## src/rtl/jtagdebug_host_pkg.sv

```systemverilog
// Shared definitions for the JTAG debug host: FSM encoding, word width and
// the target's debug register map.
package jtagdebug_host_pkg;

    localparam int WORD_W = 16;

    typedef enum logic [2:0] {
        IDLE = 3'd0,
        CAP  = 3'd1,
        ADDR = 3'd2,
        DATA = 3'd3,
        EXIT = 3'd4
    } state_t;

    localparam logic [WORD_W-1:0] REG_STATUS = 16'hff00;
    localparam logic [WORD_W-1:0] REG_ARM    = 16'hff01;
    localparam logic [WORD_W-1:0] REG_WIDTH  = 16'hff02;
    localparam logic [WORD_W-1:0] REG_DEPTH  = 16'hff03;

endpackage

```

## src/rtl/jtagdebug_host_div.sv

```systemverilog
// drck generator: DIV cycles low then DIV cycles high per bit; rise/fall flag the
// edge that drives drck high/low. hold freezes the low phase; drck idles low.
module jtagdebug_host_div #(
    parameter int DIV = 2
) (
    input  logic clk,
    input  logic rst,
    input  logic run,
    input  logic hold,
    output logic drck,
    output logic fall,
    output logic rise
);

    logic [7:0] cnt;
    logic       phase_end;

    assign phase_end = (cnt == 8'(DIV - 1));
    assign rise      = run && !drck && phase_end && !hold;
    assign fall      = run && drck && phase_end;

    always_ff @(posedge clk) begin
        if (rst || !run) begin
            cnt  <= 8'd0;
            drck <= 1'b0;
        end else if (phase_end && (drck || !hold)) begin
            cnt  <= 8'd0;
            drck <= !drck;
        end else if (drck || !hold) begin
            cnt <= cnt + 8'd1;
        end
    end

endmodule

```

## src/rtl/jtagdebug_host.sv

```systemverilog
// JTAG debug host: CAP, 16 address bits, len data words, EXIT; one word out per 16 tdo bits.
// A pending unaccepted word stalls the next word's first bit with drck held low.
module jtagdebug_host
    import jtagdebug_host_pkg::*;
#(
    parameter int DIV = 2
) (
    input  logic              clk,
    input  logic              rst,
    input  logic              cmd_valid,
    output logic              cmd_ready,
    input  logic [WORD_W-1:0] cmd_addr,
    input  logic [WORD_W-1:0] cmd_len,
    input  logic [WORD_W-1:0] cmd_wdata,
    output logic              rsp_valid,
    input  logic              rsp_ready,
    output logic [WORD_W-1:0] rsp_data,
    output logic              busy,
    output logic              drck,
    output logic              capture,
    output logic              shift,
    output logic              tdi,
    input  logic              tdo
);

    state_t            state, state_nx;
    logic [3:0]        bit_cnt;
    logic [WORD_W-1:0] word_cnt;
    logic [WORD_W-1:0] len_q;
    logic [WORD_W-1:0] wdata_q;
    logic [WORD_W-1:0] tx_sr;
    logic [WORD_W-2:0] rx_sr;
    logic              exit_done;
    logic              run, hold, fall, rise;
    logic              pending, last_bit, last_word;

    assign pending   = rsp_valid && !rsp_ready;
    assign last_bit  = (bit_cnt == 4'hf);
    assign last_word = (word_cnt == len_q - 16'd1);
    assign run       = (state != IDLE) && !exit_done;
    assign hold      = (state == DATA) && (bit_cnt == 4'd0) && (word_cnt != 16'd0) && pending;
    assign cmd_ready = (state == IDLE);
    assign busy      = (state != IDLE);

    jtagdebug_host_div #(.DIV(DIV)) u_div (
        .clk  (clk),
        .rst  (rst),
        .run  (run),
        .hold (hold),
        .drck (drck),
        .fall (fall),
        .rise (rise)
    );

    always_ff @(posedge clk) begin
        if (rst) state <= IDLE;
        else     state <= state_nx;
    end

    always_comb begin
        state_nx = state;
        case (state)
            IDLE: if (cmd_valid) state_nx = CAP;
            CAP:  if (fall) state_nx = ADDR;
            ADDR: if (fall && last_bit) state_nx = (len_q == 16'd0) ? EXIT : DATA;
            DATA: if (fall && last_bit && last_word) state_nx = EXIT;
            // Never return to IDLE with a captured word still unaccepted.
            EXIT: if ((fall || exit_done) && !pending) state_nx = IDLE;
            default: state_nx = IDLE;
        endcase
    end

    always_ff @(posedge clk) begin
        if (rst) begin
            bit_cnt   <= 4'd0;
            word_cnt  <= 16'd0;
            len_q     <= 16'd0;
            wdata_q   <= 16'd0;
            tx_sr     <= 16'd0;
            rx_sr     <= 15'd0;
            exit_done <= 1'b0;
            capture   <= 1'b0;
            shift     <= 1'b0;
            tdi       <= 1'b0;
            rsp_valid <= 1'b0;
            rsp_data  <= 16'd0;
        end else begin
            if (rsp_valid && rsp_ready) rsp_valid <= 1'b0;
            case (state)
                IDLE: if (cmd_valid) begin
                    len_q     <= cmd_len;
                    wdata_q   <= cmd_wdata;
                    tx_sr     <= cmd_addr;
                    bit_cnt   <= 4'd0;
                    word_cnt  <= 16'd0;
                    exit_done <= 1'b0;
                    capture   <= 1'b1;
                    shift     <= 1'b0;
                    tdi       <= 1'b0;
                end
                CAP: if (fall) begin
                    capture <= 1'b0;
                    shift   <= 1'b1;
                    tdi     <= tx_sr[15];
                    tx_sr   <= {tx_sr[14:0], 1'b0};
                end
                ADDR: if (fall) begin
                    bit_cnt <= bit_cnt + 4'd1;
                    if (last_bit && len_q == 16'd0) begin
                        shift <= 1'b0;
                        tdi   <= 1'b0;
                    end else if (last_bit) begin
                        tdi   <= wdata_q[15];
                        tx_sr <= {wdata_q[14:0], 1'b0};
                    end else begin
                        tdi   <= tx_sr[15];
                        tx_sr <= {tx_sr[14:0], 1'b0};
                    end
                end
                DATA: begin
                    // tdo is taken before the target sees this drck edge.
                    if (rise) begin
                        rx_sr <= {rx_sr[13:0], tdo};
                        if (last_bit) begin
                            rsp_data  <= {rx_sr, tdo};
                            rsp_valid <= 1'b1;
                        end
                    end
                    if (fall) begin
                        bit_cnt <= bit_cnt + 4'd1;
                        if (last_bit && last_word) begin
                            shift <= 1'b0;
                            tdi   <= 1'b0;
                        end else if (last_bit) begin
                            word_cnt <= word_cnt + 16'd1;
                            tdi      <= wdata_q[15];
                            tx_sr    <= {wdata_q[14:0], 1'b0};
                        end else begin
                            tdi   <= tx_sr[15];
                            tx_sr <= {tx_sr[14:0], 1'b0};
                        end
                    end
                end
                EXIT: if (fall && pending) exit_done <= 1'b1;
                default: ;
            endcase
        end
    end

endmodule
```

## config.mk

```make
export PLATFORM = sky130hd
export DESIGN_NAME = jtagdebug_host
export DESIGN_NICKNAME = d
export VERILOG_FILES = /design/src/rtl/jtagdebug_host_pkg.sv /design/src/rtl/jtagdebug_host_div.sv /design/src/rtl/jtagdebug_host.sv
export SDC_FILE = /design/constraint.sdc
export NUM_CORES = 1
export LEC_CHECK = 0
export ABC_AREA = 1
export BUFFER_PORTS_ARGS = -buffer_cell sky130_fd_sc_hd__clkbuf_2
export CORE_UTILIZATION = 35
export CTS_BUF_LIST = sky130_fd_sc_hd__clkbuf_8
export CTS_CLUSTER_SIZE = 30
export DETAILED_ROUTE_END_ITERATION = 6
export PLACE_DENSITY = 0.62
export SETUP_SLACK_MARGIN = 0.3
export SKIP_LAST_GASP = 1
export SYNTH_ARGS = -nofsm -noshare
export SYNTH_HDL_FRONTEND = slang
export SYNTH_HIERARCHICAL = 1
export SYNTH_SLANG_ARGS = --single-unit
```

## constraint.sdc

```tcl
create_clock -name clk -period 3.4 [get_ports clk]
set_clock_uncertainty 0.15 [all_clocks]
set_input_delay 0.34 -clock clk [delete_from_list [all_inputs] [get_ports clk]]
set_output_delay 0.34 -clock clk [all_outputs]
set_load 0.03 [all_outputs]
```

Word level (Yosys, flattened, before mapping)
Index checks and enable logic that the tools add are counted.
- add/sub/neg operators: 4
- equal/unequal tests: 21
- muxes and demuxes: 46
- reduce and logical (&&, ||, !) cells: 50
- operators by type and width (cell ; number):
    $mux W16 ; 11
    $pmux W16 S4 ; 1
    $pmux W16 S2 ; 1
    $ne A2 B2 Y1 const B ; 11
    $mux W1 ; 19
    $logic_and A1 B1 Y1 ; 18
    $mux W3 ; 6
    $add A16 B1 Y16 const B ; 1
    $eq A16 B16 Y1 ; 1
    $logic_not A16 Y1 ; 1
    $reduce_bool A16 Y1 ; 1
    $sub A16 B1 Y16 const B ; 1
    $pmux W3 S5 ; 1
    $reduce_and A5 Y1 ; 3
    $reduce_and A7 Y1 ; 2
    $reduce_and A3 Y1 ; 4
    $add A8 B1 Y8 const B ; 1
    $eq A8 B1 Y1 const B ; 1
    $mux W4 ; 2
    $pmux W1 S4 ; 2
    $pmux W4 S2 ; 1
    $reduce_bool A2 Y1 ; 4
    $eq A3 B2 Y1 const B ; 2
    $logic_not A1 Y1 ; 6
    13 further kinds ; 20
- register bits: 116
- input bits: 53
- output and inout bits: 23
- logic and storage cells: 136

Longest topological paths before layout
- depth in word-level cells: 8
- depth in mapped cells: 18
- mapped depth without buffers: 18

By module
Netlist, hierarchy kept.
- modules (own cells, without submodules) (module ; times used ; cells an instance ; area an instance (um^2) ; seq. area each (um^2)):
    jtagdebug_host ; 1 ; 772 ; 5434.0 ; 2142.1
    jtagdebug_host_div ; 1 ; 88 ; 596.8 ; 180.2

Worst setup path after synthesis
OpenSTA, ideal clock, no wires.
- path kind: reg-to-reg
- start: register state[0]
- end: register tx_sr[10]
- library setup time: 118 ps
- data arrival time: 2756 ps
- required time: 3132 ps
- slack: 376 ps
- cell stages (with the launch flop): 17
- buffers on the path: 3
- period minus slack after synthesis: 3024 ps
- cells stage by stage: dfxtp_1 -> nor2_1 -> inv_1 -> nor2_1 -> clkbuf_1 -> buf_1 -> nor2_1 -> inv_1 -> nor3_1 -> o221ai_1 -> nor2_1 -> inv_1 -> a31oi_1 -> o21ai_4 -> buf_6 -> o21ai_1 -> a21oi_2
- elaborated cells on any way between the ends: 17
- classes of those cells: eq/ne (9); mux (1); reduce/logical (7)
- RTL lines (what ; RTL line ; text):
    start, declared ; jtagdebug_host.sv:26 ; state_t state, state_nx;
    start signal, assigned ; jtagdebug_host.sv:57 ; else state <= state_nx;
    $logic_not A3 Y1 (*) ; n/a ;
    net cmd_ready ; jtagdebug_host.sv:11 ; output logic cmd_ready,
    $reduce_bool A4 Y1 (no source line) or $ne A2 B2 Y1 (tied branches) ; n/a ;
    $reduce_and A7 Y1 (no source line) ; n/a ;
    end signal, assigned ; jtagdebug_host.sv:93 ; tx_sr <= cmd_addr;
    end signal, assigned ; jtagdebug_host.sv:105 ; tx_sr <= {tx_sr[14:0], 1'b0};
    end signal, assigned ; jtagdebug_host.sv:114 ; tx_sr <= {wdata_q[14:0], 1'b0};
    end, declared ; jtagdebug_host.sv:31 ; logic [WORD_W-1:0] tx_sr;
The timed path passes the listed nets; every way through them passes the cells marked *.
A chain may end at the register's enable or synchronous reset.

Worst setup path after layout
- start: register word_cnt[0]
- end: register rsp_data[0]
- cells in the longest elaborated chain, start to end: 6
- ends and longest elaborated chain (what ; RTL line ; text):
    start, declared ; jtagdebug_host.sv:28 ; logic [WORD_W-1:0] word_cnt;
    start signal, assigned ; jtagdebug_host.sv:135 ; word_cnt <= word_cnt + 16'd1;
    $reduce_bool A16 Y1 ; jtagdebug_host.sv:41 ; assign hold = (state == DATA) && (bit_cnt == 4'd0) && (word_cnt != 16'd0) && pending;
    $logic_and A1 B1 Y1 (2 in a row) ; jtagdebug_host.sv:41 ;
    net hold ; jtagdebug_host.sv:34 ; logic run, hold, fall, rise;
    $logic_not A1 Y1 ; jtagdebug_host_div.sv:19 ; assign rise = run && !drck && phase_end && !hold;
    $logic_and A1 B1 Y1 ; jtagdebug_host_div.sv:19 ;
    net rise ; jtagdebug_host.sv:34 ;
    $reduce_and A3 Y1 (no source line) ; n/a ;
    end signal, assigned ; jtagdebug_host.sv:125 ; rsp_data <= {rx_sr, tdo};
    end, declared ; jtagdebug_host.sv:17 ; output logic [WORD_W-1:0] rsp_data,
The timed path passes the listed nets, and every way through them passes these cells.

==> flow_summary.toml <==
[synthesis]
synth-seq-area-share = 0.385
syn-instance-count = 860
avgSynthCellArea_um2 = 7.01
syn_area_um2 = 6030
synth.area.mux_share = 0
synth.distinct_cells = 44
syn-num-nets = 920
synth-simple-area-share = 0.274
ys_async_sr_fraction = 0
synth_edf_count = 0
synth_fa_ha_area_frac = 0.0145
synth_xor_area_frac = 0.0232
ys_ff_latch = 116
ys_dominant_reg_cell = "dfxtp_1"
synth_compound_area_frac = 0.210
synth_warnings = 6
synth_top_family_by_area = "simple AND/OR/NAND/NOR gates"

[detailed_routing]
drc = 0
dr.pass1.iters = 5
wirelength_mm = 15.9
avgRoutedWirePerCell_um = 13.4
drt_iter0_markers = 358
wl_met2_mm = 7.36
vias_per_cell = 4.95
vias = 5876
routedLengthMet1_mm = 7.53
met3_length_um = 717
routed.top_layer = "met4"
drt.antenna.violating_nets = 0

[grt]
grt.total_usage = 0.189
grt_pass1_wl_mm = 26.8
grt_pass1_vias = 5455
antenna_found_initial = 0
grt_overflow = 0
grt_max_degree = 49

[die]
core_um2 = 16700
initial_core_util = 0.361
die_w_um = 133
pin_count = 76
fp-row-count = 47
die_h_um = 133
die-area_um2 = 17800

[pwr]
power_density_nw_per_um2 = 659
power.leakage_uw = 0.00293
ir_drop_v = 0.000325

[placement]
post_dp_cell_area_um2 = 6600
gp_congestion = 0.862
port_buffers = 75
hpwl_mm = 10.6
dp.cells = 1130

[layout]
fillCellCount = 1748
drive_gt1_frac = 0.181
instances_no_fill = 1186
design_area_um2 = 7230
fin_nets = 1013
area_delta_synth_final_pct = 19.9
antennaDiodeCount = 0

[setup_path]
critPathLaunchType = "flip-flop"
cp.arrival_ns = 2.99
critPathKind = "flip-flop to flip-flop"
crit_fanout = 32
critPathCaptureType = "flip-flop"
crit_required_ns = 3.62

[sta]
relSlewSlack = 0.545
min_period_ns = 2.78
slew_viol_final = 0
setup_viol = 0
hold_viol = 0
finalSetupTns_ns = 0
tightest_slew_ns = 0.682
post-route-period-util = 0.817
max_freq_mhz = 360
grt_setup_unrepaired = "no"

[clock_tree]
clock_latency_ns = 0.46
cts_inserted_buffers = 17
path_clk_slew_ns = 0.09
htree_levels = 4
clock-sinks = 116
clk_path_buf_depth = 2
cts_setup_buffers = 0
cts_tree = "done"
cts_root_buf = "clkbuf_8"

[run_status]
outcome = "complete, no violations"

[hold_path]
hp-class = "input port to flip-flop"

[job]
drv_cap = 0
-- synth_stat cells (7+ instances only) --
master | number | area share
ha_1 | 7 | 0.015
nor2_1 | 115 | 0.072
a21oi_2 | 11 | 0.016
a22oi_1 | 7 | 0.0087
nand4_1 | 9 | 0.0093
inv_2 | 9 | 0.0056
clkbuf_1 | 25 | 0.016
dfxtp_1 | 116 | 0.39
o21ai_1 | 15 | 0.012
nand3_1 | 52 | 0.043
a211oi_1 | 16 | 0.020
nor2_2 | 8 | 0.0083
a221o_1 | 8 | 0.013
o21ai_0 | 70 | 0.058
xor2_1 | 13 | 0.019
nand2_1 | 139 | 0.087
nor3_1 | 12 | 0.010
inv_1 | 91 | 0.057
a21oi_1 | 85 | 0.071
-- cell usage in the layout (no fill, tap or decap), drive strengths merged --
| cell type | n |
|---|---|
| ha | 7 |
| nor4 | 6 |
| a22oi | 7 |
| inv | 111 |
| a21oi | 97 |
| or2 | 1 |
| nand3 | 56 |
| xnor2 | 3 |
| nand2 | 147 |
| dfxtp | 116 |
| a221o | 8 |
| and2 | 1 |
| buf | 13 |
| a211oi | 16 |
| o2111ai | 1 |
| clkinv | 1 |
| xor2 | 13 |
| nand4 | 9 |
| a31oi | 3 |
| nand3b | 2 |
| nor3 | 14 |
| clkinvlp | 4 |
| dlygate4sd3 | 23 |
| o221ai | 1 |
| clkbuf | 92 |
| o21ai | 87 |
| nor2 | 127 |
-- state kept, by name, summed over array words and instances (netlist names) --
| register | flops |
|---|---|
| word_cnt | 16 |
| u_div/drck | 1 |
| shift | 1 |
| state | 3 |
| rsp_valid | 1 |
| u_div/cnt | 8 |
| len_q | 16 |
| tdi | 1 |
| wdata_q | 16 |
| rsp_data | 16 |
| bit_cnt | 4 |
| tx_sr | 16 |
| rx_sr | 15 |
| exit_done | 1 |
| capture | 1 |
-- power by group --
group	total, uW	switching [uW]	internal, uW
combinational	1780	1180	599
sequential	1730	161	1570
clock	1250	715	538
total	4770	2060	2710
-- cells by family after synthesis --
group / Yosys count
adder cells (fa/ha/maj): 7
XOR/XNOR: 16
buffers and inverters: 139
AND/OR/NAND/NOR: 363
flip-flops: 116
AO/OA/AOI/OAI: 219
-- worst paths after layout --
kind | start | endpoint | slack (ns) | cells past startpoint
worst max-delay path | word_cnt[0]$_SDFFE_PP0P_ | rsp_data[0]$_SDFFE_PP0P_ | 0.62 | 14
worst min register to register | wdata_q[3]$_SDFFE_PP0P_ | wdata_q[3]$_SDFFE_PP0P_ | 0.32 | 2
worst max register to register | word_cnt[0]$_SDFFE_PP0P_ | rsp_data[0]$_SDFFE_PP0P_ | 0.62 | 14
worst min-delay path | cmd_len[3] | len_q[3]$_SDFFE_PP0P_ | 0.02 | 3
-- timing repair --
| item | in CTS | in global routing |
|---|---|---|
| hold buffers | 23 | 0 |
| endpoints found under the setup margin | 0 | 18 |
| endpoints found under the hold margin | 23 | 0 |
| resized for setup | 0 | 4 |
-- area by class of cell --
| class | instances | area [um^2] | area share |
|---|---|---|---|
| well taps | 220 | 275 | 0.0381 |
| repair buffers | 111 | 703 | 0.0972 |
| inverters | 101 | 383 | 0.0529 |
| multi-input cells | 606 | 3180 | 0.439 |
| flip-flops and latches | 116 | 2320 | 0.321 |
| clock inverters | 15 | 136 | 0.0189 |
| clock buffers | 17 | 234 | 0.0324 |
-- through the flow --
stage          worst slack [ns]  utilization  hold slack, ns  power, uW
2_1_floorplan             0.376            -           0.275       3120
3_3_place_gp              0.541        0.395           0.296       3460
6_report                  0.623        0.433          0.0197       4770
3_5_place_dp              0.492        0.395           0.304       3480
4_1_cts                   0.473        0.431         0.00320       4770
5_1_grt                   0.377        0.433          0.0284       5130
-- critical path: stages, from the launching register on --
cell	delay (ns)
dfxtp_1	0.37
inv_1	0.14
ha_1	0.18
nand3_1	0.07
nor4_1	0.23
a31oi_1	0.21
inv_1	0.11
nand2_1	0.10
nor3_1	0.30
nand2_1	0.13
nor2_2	0.09
buf_4	0.31
inv_1	0.09
o21ai_0	0.15
nor2_1	0.05
-- routing by layer --
layer  up-vias  GRT usage
met3        18     0.0411
met2       135      0.303
met5         -          0
met1      2672      0.246
li1       3051          -
met4         0     0.0751
No activity file was read; power rests on OpenSTA's default activity.
